--- src/rtl/e203_ifu_jalr_rdctrl.sv ---
// JALR-xN target sequencer: waits out OITF/IR hazards on rs1, arbitrates the
// shared regfile rs1 read port against EXU, then forms and returns the target.
module e203_ifu_jalr_rdctrl #(
  parameter int PC_SIZE    = 32,
  parameter int XLEN       = 32,
  parameter int RFIDX_W    = 5,
  parameter int STARVE_MAX = 3
) (
  input  logic               clk,
  input  logic               rst,
  input  logic               jalr_req,
  input  logic [RFIDX_W-1:0] jalr_rs1idx,
  input  logic [XLEN-1:0]    jalr_imm,
  input  logic               oitf_empty,
  input  logic               ir_empty,
  input  logic               ir_valid_clr,
  input  logic               ir_rdwen,
  input  logic [RFIDX_W-1:0] ir_rdidx,
  input  logic               flush,
  input  logic               exu_rd_req,
  output logic               exu_rd_gnt,
  output logic               rf_rs1_ren,
  output logic [RFIDX_W-1:0] rf_rs1_idx,
  input  logic [XLEN-1:0]    rf_rs1_rdata,
  output logic               bpu_wait,
  output logic               tgt_vld,
  output logic [PC_SIZE-1:0] tgt_pc
);

  typedef enum logic [2:0] {IDLE, DEP, ARB, RD, RSP} state_t;

  localparam logic [3:0] STARVE_LIM = 4'(STARVE_MAX);

  state_t             state_reg, state_next;
  logic [3:0]         starve_cnt_reg, starve_cnt_next;
  logic [RFIDX_W-1:0] idx_reg, idx_next;
  logic [XLEN-1:0]    imm_reg, imm_next;
  logic [PC_SIZE-1:0] tgt_pc_reg, tgt_pc_next;
  logic [PC_SIZE-1:0] tgt_sum;
  logic               dep_clr;
  logic               bpu_win;
  logic               arb_win;

  // rs1 is still in flight if OITF is busy or the IR instruction (not being
  // retired this cycle) is about to write the same register.
  assign dep_clr = oitf_empty &
                   ~(~ir_empty & ~ir_valid_clr & ir_rdwen & (ir_rdidx == idx_reg));
  assign bpu_win = ~exu_rd_req | (starve_cnt_reg == STARVE_LIM);
  assign arb_win = (state_reg == ARB) & bpu_win & ~flush;
  assign tgt_sum = rf_rs1_rdata[PC_SIZE-1:0] + imm_reg[PC_SIZE-1:0];

  always_comb begin
    state_next      = state_reg;
    starve_cnt_next = '0;
    idx_next        = idx_reg;
    imm_next        = imm_reg;
    tgt_pc_next     = tgt_pc_reg;
    rf_rs1_ren      = 1'b0;
    tgt_vld         = 1'b0;
    case (state_reg)
      IDLE: begin
        if (jalr_req) begin
          idx_next   = jalr_rs1idx;
          imm_next   = jalr_imm;
          state_next = DEP;
        end
      end
      DEP: begin
        if (dep_clr) state_next = ARB;
      end
      ARB: begin
        if (bpu_win) begin
          rf_rs1_ren = 1'b1;
          state_next = RD;
        end else begin
          starve_cnt_next = (starve_cnt_reg == STARVE_LIM) ? starve_cnt_reg
                                                           : starve_cnt_reg + 4'd1;
        end
      end
      RD: begin
        tgt_pc_next = {tgt_sum[PC_SIZE-1:1], 1'b0};
        state_next  = RSP;
      end
      RSP: begin
        tgt_vld    = 1'b1;
        state_next = IDLE;
      end
      default: state_next = IDLE;
    endcase
    // Flush aborts the request outright, whatever stage it has reached.
    if (flush) begin
      state_next      = IDLE;
      starve_cnt_next = '0;
      idx_next        = idx_reg;
      imm_next        = imm_reg;
      tgt_pc_next     = tgt_pc_reg;
      rf_rs1_ren      = 1'b0;
      tgt_vld         = 1'b0;
    end
  end

  always_ff @(posedge clk) begin
    if (rst) begin
      state_reg      <= IDLE;
      starve_cnt_reg <= '0;
      idx_reg        <= '0;
      imm_reg        <= '0;
      tgt_pc_reg     <= '0;
    end else begin
      state_reg      <= state_next;
      starve_cnt_reg <= starve_cnt_next;
      idx_reg        <= idx_next;
      imm_reg        <= imm_next;
      tgt_pc_reg     <= tgt_pc_next;
    end
  end

  assign exu_rd_gnt = exu_rd_req & ~arb_win;
  assign rf_rs1_idx = idx_reg;
  assign tgt_pc     = tgt_pc_reg;
  assign bpu_wait   = (state_reg == IDLE) ? (jalr_req & ~flush) : (state_reg != RSP);

endmodule

--- config.mk ---
export PLATFORM = sky130hd
export DESIGN_NAME = e203_ifu_jalr_rdctrl
export DESIGN_NICKNAME = d
export VERILOG_FILES = /design/src/rtl/e203_ifu_jalr_rdctrl.sv
export SDC_FILE = /design/constraint.sdc
export NUM_CORES = 1
export LEC_CHECK = 0
export CAP_MARGIN = 20
export CORE_ASPECT_RATIO = 1.2
export CORE_UTILIZATION = 49
export DETAILED_ROUTE_END_ITERATION = 8
export GPL_ROUTABILITY_DRIVEN = 0
export PLACE_DENSITY = 0.82
export SYNTH_ARGS = -nofsm -noshare
export SYNTH_HDL_FRONTEND = slang
export SYNTH_SLANG_ARGS = --single-unit
export TNS_END_PERCENT = 50
--- constraint.sdc ---
create_clock -name clk -period 3.3 [get_ports clk]
set_input_delay 0.33 -clock clk [delete_from_list [all_inputs] [get_ports clk]]
set_output_delay 0.33 -clock clk [all_outputs]
set_load 0.005 [all_outputs]
### Word level (Yosys, flattened, before mapping)

Cells that the tools add are included.

* add/sub/neg operators: 2
* bitwise operators: 16
* divide/modulo/power cells: 0
* $mul: 0
* mux-type cells: 10
* $lt $le $gt $ge: 0
* eq/ne operators: 10
* reductions and logical operators: 6
* shift-type cells: 0

Operators by type and width (count)
* $add 32x32->32: 1
* $pmux 3 s4: 1
* $mux 3: 3
* $and 1x1->1: 8
* $not 1->1: 7
* $eq 3x2->1 const B: 2
* $mux 1: 6
* $ne 2x2->1 const B: 3
* $reduce_and 3->1: 2
* $eq 5x5->1: 1
* $add 4x1->4 const B: 1
* $eq 4x2->1 const B: 1
* $reduce_or 4->1: 1
* $eq 3x1->1 const B: 1
* $eq 3x3->1 const B: 1
* $logic_not 3->1: 1
* $ne 3x3->1 const B: 1
* $reduce_and 2->1: 1
* $reduce_or 2->1: 1
* $or 1x1->1: 1

* bits in latches: 0
* word-level logic and storage cells: 49
* input bits: 83
* memories: 0
* output and inout bits: 41
* bits in writable memories: 0
* ROM bits: 0
* register bits: 75

### Logic depth before layout (Yosys ltp)

Gate-level depths: netlist (run 1).

* word-level depth: 8
* gate-level depth with buffers: 9
* mapped depth without buffers: 9

### Worst setup path after synthesis (run 1)

OpenSTA, ideal clock, no wires.

* kind: in2reg
* from: input rf_rs1_rdata[0]
* to: register tgt_pc_reg[30] (netlist: tgt_pc[30])
* required time: 3183 ps
* stages: 9
* arrival: 2416 ps
* path slack: 767 ps
* setup time: 117 ps
* path buffers: 0
* path through: and2_1 > fa_1 > a21oi_1 > o211ai_1 > a31o_2 > o211ai_1 > a21oi_1 > or3_1 > a32o_1

* word-level cells in the longest chain between the ends: 1

Ends and longest elaborated chain
* start: declaration: RTL line 24 `input logic [XLEN-1:0] rf_rs1_rdata,`
* $add 32x32->32: RTL line 50 `assign tgt_sum = rf_rs1_rdata[PC_SIZE-1:0] + imm_reg[PC_SIZE-1:0];`
* end signal: assignment: RTL line 114 `tgt_pc_reg <= tgt_pc_next;`
* end: declaration: RTL line 38 `logic [PC_SIZE-1:0] tgt_pc_reg, tgt_pc_next;`

Every way passes these cells.
A chain may end at the register's enable or synchronous reset.

### Worst setup path in the final report (run 1)

Same ends and word-level chain as after synthesis.

==> results.yml, run 1 <==
worst_setup_path:
  endpoint_kind: "register"
  regToRegSetupSlack_ns: 0.42
  crit_chain: "clkdlybuf4s50_1 -> and2_1 -> fa_1 -> a21oi_1 -> o211ai_1 -> a31o_2 -> o211ai_1 -> a21oi_1 -> or3_1 -> a32o_1"
  reg2reg_depth: 9
  path_class: "in2reg"
  critPathSlowestCell: "clkdlybuf4s50_1"
  critical_path.top_delay_family: "compound AO/OA/AOI/OAI gates"
  cp.depth: 10
  max_stage_delay_ns: 0.42
  crit_fanout: 5
  cp_num_buf_inv: 1
  crit_required_ns: 3.55
  worstSetupStartpointType: "input port"
  arrival_ns: 3.23
die:
  dieArea_um2: 9446
  ioPinCount: 124
  dieWidth_um: 88.89
  core_area_um2: 8703
  die_y_um: 106.3
  fp-row-count: 37
  initial_utilization_pct: 51.01
clock_network:
  clk_pin_slew_ns: 0.08
  cts_setup_buffers: 0
  root_buffer: "clkbuf_8"
  clk_path_buf_depth: 2
  post_cts_resized: 0
  cts_tree: "done"
  cts_buffers: 9
  cts_sinks: 75
  cts_max_level: 3
  insertion_delay_ns: 0.35
  postCtsHoldBufs: 0
layout:
  fin_nets: 803
  instances_no_fill: 810
  final_cell_mix: "123 x nand2_1, 121 x clkdlybuf4s50_1, 87 x a21oi_1"
  fillers: 773
  antenna_cells: 0
  utilization_pct: 68.40
  final_common_cell: "nand2_1"
  largest_reg_flops: 32
  drive_gt1_share_pct: 4.762
  synthToLayoutAreaGrowth_pct: 34.10
sta:
  tightestPinTransition_ns: 0.8143
  slew_viol_final: 0
  grt_setup_unrepaired: "false"
  setup_viol: 0
  whs_ns: 0.3847
  final_hold_viol_count: 0
  finalCriticalPeriod_ns: 2.983
  post-route-period-util_pct: 90.38
  max_freq_ghz: 0.3353
  fin_worst_skew_ns: 0.007708
  final.setup.tns_ns: 0
  maxSlewHeadroom_pct: 45.51
routing:
  ant_nets: 0
  drc_errors: 0
  drt_wl_total_um: 12360
  avgRoutedWirePerCell_um: 15.25
  via_per_inst: 5.742
  vias: 4651
  drt-initial-drc-count: 299
  firstDrtPassIters: 5
synth:
  synth_cell_types: 54
  netlist_area_um2: 4439
  synth_nets: 692
  synth_top_area_share_pct: 33.82
  synth-edff-count: 0
  synth_top_cell_by_area: "dfxtp_1"
  synth_seq_cells: 75
  synthFlopType: "dfxtp_1"
  async_flop_share_pct: 0
  netlist_instances: 577
  synth_warnings: 0
  syn_avg_cell_area_um2: 7.694
  yosys-top-cells-area: "dfxtp_1 34%, nand2_1 10%, a21oi_1 9.8%, ha_1 8.7%, a21o_1 3.0%"
  yosysSeqAreaShare_pct: 33.82
status:
  outcome: "completed"
power_and_ir_drop:
  power_density_nw_per_um2: 351.1
  leakage_nw: 2.307
  max-vdd-ir-drop_uv: 188.3
  finalPower_mw: 2.090
place:
  numPortBuffers: 122
  placed_cells: 794
  place_hpwl_um: 9326
grt:
  antenna_found_initial: 0
  grt_util_met1_pct: 34.45
  grt_pass1_vias: 4563
  met3_usage_pct: 3.649
  grt_pass1_wl_um: 20440
  grt_usage_pct: 27.63
  grt.met2_usage_pct: 47.75
  grt_max_degree: 42
  busiest_layer: "met2"
  overflow: 0
hold_path:
  hp-class: "in2reg"
  min_path_cells: 2
run:
  cap_violations: 0
==> layer usage <==
metal,wire length (µm),vias up
met4,213,0
met5,0,-
met3,772,23
li1,-,2286
met1,5288,2168
met2,6080,174
==> where the power goes <==
group | switching [mW] | internal (mW) | leakage [nW]
Combinational | 0.223 | 0.209 | 1.60
Sequential | 0.0149 | 0.927 | 0.608
Clock | 0.347 | 0.370 | 0.102
Total | 0.585 | 1.51 | 2.31
==> worst register-to-register path, cell delays in order (launching register included) <==
cell      delay, ns
dfxtp_1        0.33
and2_1         0.15
fa_1           0.39
a21oi_1        0.27
o211ai_1       0.15
a31o_2         0.30
o211ai_1       0.40
a21oi_1        0.16
or3_1          0.38
a32o_1         0.25
==> Yosys cell counts (2+ instances only) <==
cell and n:
nand2_1 123, clkbuf_1 28, and3_1 8, a32o_1 2
o21a_1 7, o21ai_1 11, xnor2_1 15, or3_1 4
mux2i_1 2, a21o_1 18, nand3b_1 3, nor3_1 5
dfxtp_1 75, nor2_1 28, inv_1 4, o21ai_0 24
nand3_1 18, a211oi_1 4, o211ai_1 6, a2111oi_4 2
nand4_1 15, ha_1 31, and2_1 2, buf_2 2
a311oi_1 2, a311o_1 2, a31o_2 2, xor2_1 10
a21oi_1 87, a31oi_1 3, o221ai_1 2, nor2b_1 8
nor4_1 3
==> area by class of cell <==
| class | instances | area (µm²) | share of cell area, % |
|---|---|---|---|
| Clock buffer | 10 | 137.6 | 2.312 |
| Tap cell | 117 | 146.4 | 2.459 |
| Inverter | 5 | 18.77 | 0.3153 |
| Clock inverter | 6 | 65.06 | 1.093 |
| Timing Repair Buffer | 132 | 1291 | 21.69 |
| Multi-Input combinational cell | 465 | 2793 | 46.91 |
| Sequential cell | 75 | 1501 | 25.22 |
==> per-stage QoR <==
stage	area, µm²	setup WS (ns)
after floorplan	4439	0.7667
after global placement	5751	0.1208
after detailed placement	5751	0.01336
after CTS	5953	0.3786
after global routing	5953	0.1833
final	5953	0.3174
==> logic make-up after synthesis <==
| kind of cell | Yosys count | synth area share [%] |
|---|---|---|
| buffers and inverters | 37 | 3.269 |
| muxes | 2 | 0.4510 |
| and+or+nand+nor | 225 | 23.03 |
| DFF | 75 | 33.82 |
| other | 1 | 0.08447 |
| xor gates and xnor gates | 25 | 4.932 |
| adders and majority gates | 32 | 9.188 |
| AOI/OAI and AO/OA | 180 | 25.23 |
==> final timing paths <==
path                                       from          end
worst max register to register       imm_reg[0]   tgt_pc[30]
worst max-delay path            rf_rs1_rdata[0]   tgt_pc[30]
worst min register to register       tgt_pc[19]   tgt_pc[19]
worst min-delay path                        rst  imm_reg[25]
Power figures use the tool's default switching activity.
==> run 2, diff against run 1 <==
--- a/config.mk
+++ b/config.mk
@@ -11,6 +11,7 @@
 export DETAILED_ROUTE_END_ITERATION = 8
 export GPL_ROUTABILITY_DRIVEN = 0
 export PLACE_DENSITY = 0.82
+export SKIP_LAST_GASP = 1
 export SYNTH_ARGS = -nofsm -noshare
 export SYNTH_HDL_FRONTEND = slang
 export SYNTH_SLANG_ARGS = --single-unit
==> results of run 2 <==
Same layout as run 1: the final DEF is identical, and so are final timing and power.
